## src/rtl/div_iter.sv

```systemverilog
// Iterative restoring divider: one quotient bit per cycle on operand magnitudes,
// with the signs reapplied when the result is registered.
//
// state | meaning
// IDLE  | ready for a request (div_ready=1)
// CALC  | shift-subtract iterations running (WIDTH cycles)
// DONE  | result presented (out_valid=1), waiting for out_ready
module div_iter #(
    parameter int WIDTH = 32
) (
    input  logic             clk,
    input  logic             reset,
    input  logic             div_valid,
    output logic             div_ready,
    input  logic             div_signed,
    input  logic [WIDTH-1:0] x,
    input  logic [WIDTH-1:0] y,
    input  logic             cancel,
    output logic             out_valid,
    input  logic             out_ready,
    output logic [WIDTH-1:0] q,
    output logic [WIDTH-1:0] r
);

    localparam int CNT_W = $clog2(WIDTH);

    typedef enum logic [1:0] {
        IDLE = 2'd0,
        CALC = 2'd1,
        DONE = 2'd2
    } state_t;

    state_t               state;
    state_t               state_next;
    logic                 op_signed;
    logic                 sx;
    logic                 sy;
    logic [WIDTH-1:0]     abs_y;
    logic [2*WIDTH-1:0]   rem;
    logic [CNT_W-1:0]     cnt;

    logic [WIDTH-1:0]     abs_x_in;
    logic [WIDTH-1:0]     abs_y_in;
    logic [2*WIDTH:0]     shifted;
    logic [WIDTH:0]       trial;
    logic [2*WIDTH-1:0]   rem_next;
    logic [WIDTH-1:0]     quo_mag;
    logic [WIDTH-1:0]     rmd_mag;
    logic                 last_step;
    logic                 accept;

    assign div_ready = (state == IDLE);
    assign out_valid = (state == DONE);
    assign accept    = div_valid && div_ready && !cancel;
    assign last_step = (cnt == CNT_W'(WIDTH - 1));

    // Operand magnitudes; only negated when the operation is signed and the MSB is set
    always_comb begin
        abs_x_in = x;
        abs_y_in = y;
        if (div_signed && x[WIDTH-1]) begin
            abs_x_in = -x;
        end
        if (div_signed && y[WIDTH-1]) begin
            abs_y_in = -y;
        end
    end

    // One restoring step; the shifted-out MSB takes part in the trial subtraction
    always_comb begin
        shifted  = {rem, 1'b0};
        trial    = shifted[2*WIDTH:WIDTH] - {1'b0, abs_y};
        rem_next = shifted[2*WIDTH-1:0];
        if (!trial[WIDTH]) begin
            rem_next = {trial[WIDTH-1:0], shifted[WIDTH-1:1], 1'b1};
        end
        quo_mag = rem_next[WIDTH-1:0];
        rmd_mag = rem_next[2*WIDTH-1:WIDTH];
    end

    // State register
    always_ff @(posedge clk) begin
        if (reset) begin
            state <= IDLE;
        end else begin
            state <= state_next;
        end
    end

    // Next-state logic; cancel overrides every other transition
    always_comb begin
        state_next = state;
        case (state)
            IDLE: begin
                if (div_valid) begin
                    state_next = CALC;
                end
            end
            CALC: begin
                if (last_step) begin
                    state_next = DONE;
                end
            end
            DONE: begin
                if (out_ready) begin
                    state_next = IDLE;
                end
            end
            default: state_next = IDLE;
        endcase
        if (cancel) begin
            state_next = IDLE;
        end
    end

    // Operand capture, iteration datapath and signed result registration
    always_ff @(posedge clk) begin
        if (reset) begin
            op_signed <= 1'b0;
            sx        <= 1'b0;
            sy        <= 1'b0;
            abs_y     <= '0;
            rem       <= '0;
            cnt       <= '0;
            q         <= '0;
            r         <= '0;
        end else if (accept) begin
            op_signed <= div_signed;
            sx        <= x[WIDTH-1];
            sy        <= y[WIDTH-1];
            abs_y     <= abs_y_in;
            rem       <= {{WIDTH{1'b0}}, abs_x_in};
            cnt       <= '0;
        end else if (state == CALC && !cancel) begin
            rem <= rem_next;
            cnt <= cnt + 1'b1;
            if (last_step) begin
                q <= (op_signed && (sx ^ sy)) ? -quo_mag : quo_mag;
                r <= (op_signed && sx) ? -rmd_mag : rmd_mag;
            end
        end
    end

endmodule

```

## config.mk

```make
export PLATFORM = sky130hd
export DESIGN_NAME = div_iter
export DESIGN_NICKNAME = d
export VERILOG_FILES = /design/src/rtl/div_iter.sv
export SDC_FILE = /design/constraint.sdc
export NUM_CORES = 1
export LEC_CHECK = 0
export BUFFER_PORTS_ARGS = -buffer_cell sky130_fd_sc_hd__buf_2
export CORE_MARGIN = 2
export CORE_UTILIZATION = 24
export CTS_BUF_LIST = sky130_fd_sc_hd__clkbuf_8
export DETAILED_ROUTE_END_ITERATION = 12
export PLACE_DENSITY = 0.47
export SYNTH_ARGS = -nofsm -noshare
export SYNTH_HDL_FRONTEND = slang
export SYNTH_SLANG_ARGS = --single-unit
```

## constraint.sdc

```tcl
create_clock -name clk -period 11.3 [get_ports clk]
set_input_delay 0.565 -clock clk [delete_from_list [all_inputs] [get_ports clk]]
set_output_delay 0.565 -clock clk [all_outputs]
set_load 0.1 [all_outputs]
```

Word-level counts from Yosys, hierarchy flattened
Index checks and enable logic that the tools add are counted.
{"block": "classes", "n_addsub": 6, "n_eq_ne": 6, "n_mux": 11, "n_bitwise": 2, "reduce_logical": 14}
{"operator": "32-bit two-way mux", "count": 6}
{"operator": "32-bit negator", "count": 4}
{"operator": "64-bit two-way mux", "count": 1}
{"operator": "33-bit by 32-bit subtractor with 33-bit output", "count": 1}
{"operator": "1-bit logical AND", "count": 7}
{"operator": "2-bit two-way mux", "count": 3}
{"operator": "2-bit case mux with 3 select lines", "count": 1}
{"operator": "3-bit AND reduction", "count": 2}
{"operator": "5-bit by 1-bit adder with 5-bit output, second input constant", "count": 1}
{"operator": "5-bit equality test, second input constant", "count": 1}
{"operator": "2-bit != test, second input constant", "count": 2}
{"operator": "2-bit OR reduction", "count": 2}
{"operator": "2-bit by 1-bit equality test with 1-bit output, second input constant", "count": 1}
{"operator": "2-bit equality test, second input constant", "count": 1}
{"operator": "2-bit logical NOT", "count": 1}
{"operator": "2-bit by 1-bit != test with 1-bit output, second input constant", "count": 1}
{"operator": "2-bit nonzero test", "count": 1}
{"operator": "1-bit logical NOT", "count": 1}
{"operator": "1-bit inverter", "count": 1}
{"operator": "1-bit bitwise XOR", "count": 1}
{"block": "totals", "ff_bits": 170, "input_bits": 70, "output_inout_bits": 66}

Depth between registers and ports, before layout
Gate-level depths: netlist of run 1.
{"block": "depth", "word_depth": 5, "depth_mapped": 23, "mapped_depth_nobuf": 20}

Least setup slack after synthesis of run 1
Ideal clock, no wire load.
{"block": "synth_path", "kind": "register to register", "from": "reg rem[31]", "to": "reg q[30]", "setup_time_ns": 0.086, "arrival_ns": 4.482, "t_required_ns": 11.214, "path_slack_ns": 6.733, "path_stages_with_launch": 22, "n_path_buf": 2, "path_cell_list": "dfxtp_1 > inv_1 > ha_1 > inv_1 > fa_1 > a211oi_2 > nor3_2 > o2111ai_1 > a21oi_2 > nor3_2 > nor2_8 > inv_4 > buf_6 > buf_2 > ha_1 > nand2_1 > nor4_1 > and2_1 > nand3_1 > o41ai_1 > xor2_1 > a211oi_1"}
{"block": "synth_between", "elab_chain_len": 4}
{"element": "start: declaration", "line": "39", "rtl": "logic [2*WIDTH-1:0] rem;"}
{"element": "start signal: assignment", "line": "132", "rtl": "rem <= {{WIDTH{1'b0}}, abs_x_in};"}
{"element": "start signal: assignment", "line": "135", "rtl": "rem <= rem_next;"}
{"element": "33-bit by 32-bit subtractor with 33-bit output", "line": "72", "rtl": "trial = shifted[2*WIDTH:WIDTH] - {1'b0, abs_y};"}
{"element": "64-bit two-way mux", "line": "74", "rtl": "if (!trial[WIDTH]) begin"}
{"element": "32-bit negator", "line": "138", "rtl": "q <= (op_signed && (sx ^ sy)) ? -quo_mag : quo_mag;"}
{"element": "32-bit two-way mux", "line": "138"}
{"element": "end signal: assignment", "line": "138"}
{"element": "end: declaration", "line": "21", "rtl": "output logic [WIDTH-1:0] q,"}
No other way between the ends.
A chain may end at the register's enable or synchronous reset.

Worst setup path in the final report of run 1
Ends and elaborated chain as after synthesis.

==> impl_results.md, run 1 <==
- Final WS setup: 5.491 ns
- Hold crit path type: in -> reg
- Post-synth EDFFs: 0
- Grt met3 use: 1.984%
- Kind of critical path: reg -> reg
- Slew margin rel.: 29.32%
- Initial antenna violation count: 0
- Max-cap violations: 0
- Sequential share of the synthesized area: 29.68%
- Ranking of synthesized cells by area: dfxtp_1 30%, a21oi_1 6.0%, a211oi_1 5.8%, nor2_1 5.4%, xnor2_1 5.3%
- Flop-to-flop setup slack: 5.49 ns
- Layout area overhead: 13.42%
- First-pass GRT wire length: 60.46 mm
- Vias: 11100
- Syn Area/Cell: 7.684 sq um
- IO Port Bufs: 135
- Synth cell types: 90
- Fmax: 172.1 MHz
- Asr flop ratio synth: 0%
- Fillers: 5306
- Fin crit share: 51.41%
- Die area: 49530 sq um
- DRT antenna net count: 0
- Die H: 222.6 um
- IO Pins: 136
- RSZ-0062 raised after global routing: false
- Initial core utilization: 24.16%
- Die Width: 222.6 um
- Fin crit period: 5.809 ns
- Worst-Skew Late Latency: 0.50 ns
- Yosys top cell area share: 29.68%
- Count leader, synth: dfxtp_1
- Post-Synthesis Cells: 1492
- Post-Syn Nets: 1601
- Cts bufs inserted: 17
- Cell taking the most area after synthesis: dfxtp_1
- CP max stage cell: nor4_1
- Cells along the critical path: inv_1 -> ha_1 -> inv_1 -> fa_1 -> a211oi_2 -> nor3_2 -> o2111ai_1 -> a21oi_2 -> o21a_1 -> nor2_8 -> inv_4 -> ha_1 -> nand2_1 -> nor4_1 -> and2_1 -> nand3_1 -> o41ai_1 -> xor2_1 -> a211oi_1
- R2R Path End: q[30]$_SDFFE_PP0P_
- Post-cts resize count: 0
- Netlist area before placement: 11460 sq um
- YS warnings: 0
- Pre-CTS setup slack: 5.595 ns
- Root buf cell: clkbuf_8
- CTS tree: done
- Synth cell count leaders: 170 x dfxtp_1, 166 x nor2_1, 160 x nand2_1, 138 x a21oi_1, 88 x a211oi_1
- Maximum fanout along the worst path: 36
- Worst slew pin tran: 1.051 ns
- CTS max path bufs: 2
- Ant diodes: 0
- Site Rows: 80
- Worst vdd ir: 0.08538 mV
- FF-to-FF path depth: 19
- # hold bufs at CTS: 0
- Met2 usage: 26.07%
- Final Hold Fails: 0
- Nets: 1674
- Largest net degree at the start of global routing: 94
- Vias in the first global route: 10470
- Final wirelength: 38.74 mm
- Number of vias per cell: 5.063
- Status: finished clean
- Final Slew Violations: 0
- Slowest cell delay on critical path: 0.87 ns
- Setup crit start kind: register
- Aggregate global routing overflow: 0
- Total iterations of the first detailed-routing run: 7
- LEAKAGE: 0.004708 uW
- Cell area power density: 121.7 nW/um^2
- Layout cells sized above 1: 13.94%
- Worst setup path start: rem[31]$_SDFFE_PP0P_
- Worst hold margin: 0.2695 ns
- HPWL after detailed placement: 29.66 mm
- Critical Path AT: 6.22 ns
- # DRC: 0
- #FFs+latches synth: 170
- Gpl congestion: 0.8634
- Global-route usage over all layers: 15.49%
- Core ar.: 47450 sq um
- Worst Path Required: 11.71 ns
- Reg2reg start: rem[31]$_SDFFE_PP0P_
- CTS sink count: 170
- CP Capture Point: q[30]$_SDFFE_PP0P_
- Most used routing layer in global routing: met2
- Crit. End Element: register
- Setup TNS: 0 ns
- DR WL/cell: 17.66 um
- Clk_skew: 0.02080 ns
- Setup Buffers After CTS: 0
- H-tree levels: 4
- Final setup violation count: 0
- GR met1 Demand/Resource: 20.40%
- Main synth FF type: dfxtp_1
- 1st-iter DRT viols: 759
- Clock transition at path regs: 0.10 ns
==> per-layer routing <==
metal	wire length [um]	share of wire [%]	up-vias
li1	-	-	5568
met1	18220	47	5272
met2	18320	47	214
met3	1204	3.1	50
met4	994	2.6	0
met5	0	0	-
==> kinds of logic after synthesis <==
kind of cell	after synthesis	synth area share, %
simple gates	524	21.70
compound gates	467	27.74
flops	170	29.68
buf+inv	147	5.129
xor+xnor	119	9.091
fa+ha+maj	39	4.322
mux	26	2.335
==> critical path, delay by kind of cell, from the launching register on <==
kind	cells	cell delay [ns]
compound gates	6	1.90
fa+ha+maj	3	0.69
xor+xnor	1	0.11
flops	1	0.42
simple gates	6	2.03
buf+inv	3	0.56
==> state kept, by name (all words and copies together), names as in the netlist <==
register,flops
cnt,5
abs_y,32
r,32
sy,1
op_signed,1
sx,1
rem,64
state,2
q,32
==> metrics by stage <==
step                instances  instance area [sq um]  total power [uW]  utilization, %
finish                   2193                  13000              1583           27.41
global route             2193                  13000              1670           27.41
CTS                      2193                  13000              1598           27.41
detailed placement       2161                  12630              1152           26.62
global placement         2161                  12630              1149           26.62
floorplan                1492                  11460              1010               -
==> power breakdown <==
| group | leakage, uW | switching (uW) | internal, uW |
|---|---|---|---|
| combinational | 0.00314 | 327 | 178 |
| sequential | 0.00138 | 19.2 | 617 |
| clock | 0.000184 | 264 | 178 |
==> layout by cell type (no fill, tap or decap), types with 29 or more instances in the layout <==
cell | synthesis | final
dfxtp_1 | 170 | 170
a211oi_1 | 88 | 88
inv_1 | 55 | 56
xor2_1 | 50 | 50
o21ai_0 | 65 | 65
xnor2_1 | 69 | 69
nand2_1 | 160 | 159
nor3_1 | 29 | 29
nor2_1 | 166 | 165
ha_1 | 38 | 38
a21oi_1 | 138 | 138
a22oi_1 | 32 | 32
buf_2 | 12 | 134
==> cell type report <==
type	count	area [sq um]	share of cell area, %
clock buffers	17	234.0	1.799
clock inverters	15	140.1	1.078
inverters	56	212.7	1.636
multi-input cells	1175	7491	57.61
flip-flops and latches	170	3403	26.17
well taps	615	769.5	5.917
repair buffers	145	753.2	5.792
==> worst min-delay path by stage <==
stage | from | to | slack, ns | cells after the start
after global routing | cancel | state[1]$_SDFFE_PP0P_ | 0.24 | 2
after detailed placement | r[19]$_SDFFE_PP0P_ | r[19]$_SDFFE_PP0P_ | 0.44 | 2
after floorplan | abs_y[31]$_SDFFE_PP0P_ | abs_y[31]$_SDFFE_PP0P_ | 0.44 | 2
after CTS | cancel | state[1]$_SDFFE_PP0P_ | 0.23 | 2
after global placement | r[29]$_SDFFE_PP0P_ | r[29]$_SDFFE_PP0P_ | 0.44 | 2
final | cancel | state[1]$_SDFFE_PP0P_ | 0.27 | 2
Note: power is estimated with default switching activity, not from simulation.
==> run 2, diff against run 1 <==
- PLACE_DENSITY: 0.47 -> 0.48
- clock period: 11.3 -> 5.3 ns (I/O delays scaled with it)
==> impl_results.md, run 2 (synthesis gave the netlist of run 1 again) <==
- Initial antenna violation count: 5
- Hold Startpoint: y[31]
- CP top delay family: compound AO/OA/AOI/OAI gates
- Root buf cell: clkbuf_8
- LEAKAGE: 0.004769 uW
- HPWL after detailed placement: 29.52 mm
- # DRC: 0
- Routed wl met3: 1.411 mm
- Status: finished clean
- Commonest non-fill, non-tap cell in the layout: dfxtp_1
- Max FFs per register: 64
- Setup TNS: 0 ns
- Hold Path End: sy$_SDFFE_PP0P_
- 1st-iter DRT viols: 674
- Top reg by flops: rem
- IO Port Bufs: 135
- CTS sink count: 170
- Final Slew Violations: 0
- IO Pins: 136
- Global-route usage over all layers: 15.33%
- CTS max path bufs: 2
- Die area: 49530 sq um
- First-pass GRT wire length: 60.15 mm
- CP max stage cell: fa_1
- Cells along the critical path: inv_1 -> ha_1 -> inv_1 -> fa_1 -> a211oi_2 -> nor3_2 -> o2111ai_1 -> a21oi_2 -> nor3_2 -> nor2_8 -> inv_4 -> ha_1 -> nand2_1 -> nor4_1 -> buf_4 -> and2_1 -> nand3_1 -> o41ai_1 -> xor2_1 -> a211oi_1
- Vias: 11180
- H-tree levels: 4
- Fin crit share: 84.05%
- CTS tree: done
- Clk_skew: 0.01597 ns
- Final Hold Fails: 0
- Highest metal used: met5
- Flop-to-flop setup slack: 0.85 ns
- Fin crit period: 4.455 ns
- Total iterations of the first detailed-routing run: 7
- Site Rows: 80
- Fillers: 5316
- Hold crit path type: in -> reg
- Max-cap violations: 0
- Gpl congestion: 0.8505
- Aggregate global routing overflow: 0
- RSZ-0062 raised after global routing: false
- Design area: 13100 sq um
- Crit. End Element: register
- Placed Area: 12680 sq um
- R2R Path End: q[30]$_SDFFE_PP0P_
- Initial core utilization: 24.16%
- DR WL/cell: 17.37 um
- Kind of critical path: reg -> reg
- Worst vdd ir: 0.1538 mV
- Die Width: 222.6 um
- FF-to-FF path depth: 20
- Die H: 222.6 um
- Reg2reg start: rem[31]$_SDFFE_PP0P_
- Layout cells sized above 1: 13.96%
- Layout area overhead: 14.24%
- Hold depth: 3
- Final wirelength: 38.24 mm
- Worst path bufs/invs: 4
- Fmax: 224.5 MHz
- Cts bufs inserted: 17
- Setup crit start kind: register
- Final WS setup: 0.8454 ns
- Final setup violation count: 0
- Nets: 1680
- Clock transition at path regs: 0.09 ns
- Pre-CTS setup slack: 0.8833 ns
- DRT antenna net count: 0
- Post-cts resize count: 0
- Largest net degree at the start of global routing: 97
- Vias in the first global route: 10510
- Worst-Skew Late Latency: 0.49 ns
- Slowest cell delay on critical path: 0.43 ns
- Most frequent cells in the layout: 170 x dfxtp_1, 165 x nor2_1, 159 x nand2_1, 138 x a21oi_1, 134 x buf_2
- # hold bufs at CTS: 1
- Maximum fanout along the worst path: 18
- Core ar.: 47450 sq um
- Setup Buffers After CTS: 0
- Cell area power density: 261.6 nW/um^2
- Worst Path Required: 5.70 ns
- Met2 WL: 18.26 mm
- Number of vias per cell: 5.079
- Worst slew pin tran: 0.9989 ns
- Slew margin rel.: 32.89%
- Critical Path AT: 4.86 ns
- WL met1: 17.82 mm
[run 2: how the worst max path moves through the flow]
stage                     slack (ns)                  to                  from  depth (start not counted)
after detailed placement        0.88  r[22]$_SDFFE_PP0P_  rem[31]$_SDFFE_PP0P_                         17
after CTS                       0.84  q[30]$_SDFFE_PP0P_  rem[31]$_SDFFE_PP0P_                         20
after floorplan                 0.73  q[30]$_SDFFE_PP0P_  rem[31]$_SDFFE_PP0P_                         21
final                           0.85  q[30]$_SDFFE_PP0P_  rem[31]$_SDFFE_PP0P_                         20
after global routing            0.41  q[30]$_SDFFE_PP0P_  rem[31]$_SDFFE_PP0P_                         20
after global placement          0.92  q[30]$_SDFFE_PP0P_  rem[31]$_SDFFE_PP0P_                         20
[run 2: area by class of cell]
cell class                      count  area (sq um)  area share, %
Clock buffer                       18         247.7          1.891
Inverter                           56         212.7          1.624
Timing Repair Buffer              151         813.3          6.209
Tap cell                          615         769.5          5.875
Sequential cell                   170          3403          25.98
Antenna cell                        3         7.507        0.05732
Clock inverter                     13         152.6          1.165
Multi-Input combinational cell   1175          7491          57.19
[run 2: tightest hold or removal path: cells and delay by family]
kind	cells	cell delay [ns]
compound gates	1	0.05
buf+inv	1	0.13
simple gates	1	0.06
[run 2: through the flow]
stage / utilization, % / hold WS [ns] / cells / power [uW]
2_1_floorplan: - / 0.3443 / 1492 / 2153
6_report: 27.61 / 0.05681 / 2201 / 3426
4_1_cts: 27.59 / 0.02792 / 2198 / 3461
3_5_place_dp: 26.72 / 0.4414 / 2166 / 2464
3_3_place_gp: 26.72 / 0.4354 / 2166 / 2460
5_1_grt: 27.60 / 0.02629 / 2200 / 3624
[run 2: power breakdown]
part	leakage (uW)	internal, uW	switching (uW)	total [uW]
Sequential	0.00138	1320	41.1	1360
Combinational	0.00317	394	690	1080
Clock	0.000215	473	512	986
[run 2: layer usage]
| layer | track usage (%) | up-vias |
|---|---|---|
| li1 | - | 5586 |
| met1 | 20.24 | 5330 |
| met2 | 25.58 | 221 |
| met3 | 2.473 | 40 |
| met4 | 4.720 | 2 |
| met5 | 0 | - |
==> run 3, diff against run 2 <==
- PLACE_DENSITY: 0.48 -> 0.47
- clock period: 5.3 -> 4.6 ns (I/O delays scaled with it)
==> impl_results.md, run 3 (synthesis gave the netlist of run 1 again) <==
- Status: finished clean
- Layout area overhead: 15.76%
- CTS max path bufs: 2
- Core ar.: 47450 sq um
- DR WL/cell: 17.32 um
- Commonest non-fill, non-tap cell in the layout: dfxtp_1
- Setup crit start kind: register
- Flop-to-flop setup slack: 0.31 ns
- Post-placement cell count: 2177
- Non-Filler Instances: 2217
- Final Slew Violations: 0
- LEAKAGE: 0.004844 uW
- Initial core utilization: 24.16%
- Pre-CTS setup slack: 0.2938 ns
- Tot Pwr: 4015 uW
- IO Port Bufs: 135
- Sw Ratio: 36.68%
- Final wirelength: 38.40 mm
- Routed wl met3: 1.226 mm
- Cell area power density: 302.5 nW/um^2
- Gpl congestion: 0.8558
- Highest metal used: met4
- Number of vias per cell: 5.043
- Max-cap violations: 0
- Critical Path AT: 4.72 ns
- Crit. End Element: register
- Fmax: 232.9 MHz
- Clock transition at path regs: 0.10 ns
- Kind of critical path: reg -> reg
- IO Pins: 136
- Layout cells sized above 1: 14.87%
- DRT antenna net count: 0
- Root buf cell: clkbuf_8
- Worst-Skew Late Latency: 0.51 ns
- Most frequent cells in the layout: 170 x dfxtp_1, 165 x nor2_1, 159 x nand2_1, 138 x a21oi_1, 134 x buf_2
- Vias in the first global route: 10630
- Worst Path Required: 5.03 ns
- Placed Area: 12760 sq um
- First-pass GRT wire length: 60.60 mm
- Aggregate global routing overflow: 0
- Site Rows: 80
- CTS tree: done
- Worst slew pin tran: 1.018 ns
- Clk_skew: 0.02081 ns
- Hold crit path type: in -> reg
- Largest net degree at the start of global routing: 97
- Most frequent CP cell: inv_1
- Slew margin rel.: 31.59%
- Fin crit share: 93.34%
- # DRC: 0
- Met2 WL: 18.52 mm
- Setup Buffers After CTS: 0
- Design area: 13270 sq um
- Vias: 11180
- CTS sink count: 170
- Sequential share of power: 38.9%
- Worst vdd ir: 0.2010 mV
- Fin crit period: 4.294 ns
- 1st-iter DRT viols: 769
- Top reg by flops: rem
- HPWL after detailed placement: 29.91 mm
- Pint: 2542 uW
- P_sw: 1473 uW
- Initial antenna violation count: 0
- H-tree levels: 4
- Max FFs per register: 64
- Slowest cell delay on critical path: 0.45 ns
- Maximum fanout along the worst path: 9
- RSZ-0062 raised after global routing: false
- Setup TNS: 0 ns
- Final Hold Fails: 0
- Die area: 49530 sq um
- Nets: 1697
- CP max stage cell: fa_1
- WL met1: 17.99 mm
- Die H: 222.6 um
- Final setup violation count: 0
- Final WS setup: 0.3064 ns
- Comb pwr share: 32.1%
- Cells along the critical path: inv_1 -> ha_1 -> inv_1 -> fa_1 -> a211oi_4 -> nor3_2 -> o2111ai_1 -> a21oi_2 -> o21a_1 -> nor2_8 -> inv_4 -> buf_4 -> nand2_1 -> o21ai_0 -> inv_1 -> ha_1 -> a21boi_2 -> and4_4 -> a31oi_1 -> xnor2_1 -> a211oi_2
- Global-route usage over all layers: 15.45%
- Cts bufs inserted: 17
- Clock power frac: 29.0%
- Die Width: 222.6 um
- Total iterations of the first detailed-routing run: 5
run 3: changes by cell type in the layout (fill, tap and decap cells not counted), moves of 2 or more:
cell           delta
buf_4            +11
diode_2           -2
clkbuf_8          +3
inv_8             +2
inv_1             -4
inv_6             -2
dlygate4sd3_1     +6
run 3: power by group through the flow:
stage | combinational (uW) | clock [uW] | sequential (uW)
final | 1290 | 1160 | 1560
after detailed placement | 1270 | 0 | 1600
after global placement | 1270 | 0 | 1600
after CTS | 1280 | 1210 | 1560
after floorplan | 900 | 0 | 1580
after global routing | 1410 | 1260 | 1570
run 3: cell type report:
type / count / area (sq um)
Clock buffer: 21 / 289.0
Antenna cell: 1 / 2.502
Multi-Input combinational cell: 1175 / 7505
Inverter: 56 / 212.7
Sequential cell: 170 / 3403
Clock inverter: 11 / 133.9
Fill cell: 5243 / 34170
Timing Repair Buffer: 168 / 955.9
Tap cell: 615 / 769.5
run 3: path summary, 6_finish.rpt:
kind,endpoint,from,cells past startpoint
hold reg to reg,r[4]$_SDFFE_PP0P_,r[4]$_SDFFE_PP0P_,2
setup reg to reg,r[22]$_SDFFE_PP0P_,rem[31]$_SDFFE_PP0P_,21
setup / recovery,r[22]$_SDFFE_PP0P_,rem[31]$_SDFFE_PP0P_,21
hold / removal,abs_y[1]$_SDFFE_PP0P_,y[1],3
run 3: per-layer routing:
layer	track usage (%)	vias to the layer above
li1	-	5614
met3	1.957	33
met4	4.568	0
met5	0	-
met2	26.51	196
met1	20.18	5337
run 3: stage by stage:
| step | util (%) | hold slack (ns) |
|---|---|---|
| after floorplan | - | 0.3093 |
| after global placement | 26.90 | 0.4407 |
| after detailed placement | 26.90 | 0.4462 |
| after CTS | 27.94 | 0.0007798 |
| after global routing | 27.97 | 0.02757 |
| final | 27.97 | 0.03320 |
run 3: what timing repair did:
item / 4_1_cts / 5_1_grt
gates resized for setup: 0 / 2
endpoints found under the hold margin: 8 / 0
endpoints found under the setup margin: 0 / 9
hold buffers: 7 / 0
run 3: critical path: cells and delay by family, from the launching register on:
| kind | cells | cell delay [ns] |
|---|---|---|
| AOI/OAI and AO/OA | 8 | 1.81 |
| buffers and inverters | 5 | 0.42 |
| adders and majority gates | 3 | 0.80 |
| xor gates and xnor gates | 1 | 0.18 |
| and+or+nand+nor | 4 | 0.67 |
| DFF | 1 | 0.33 |
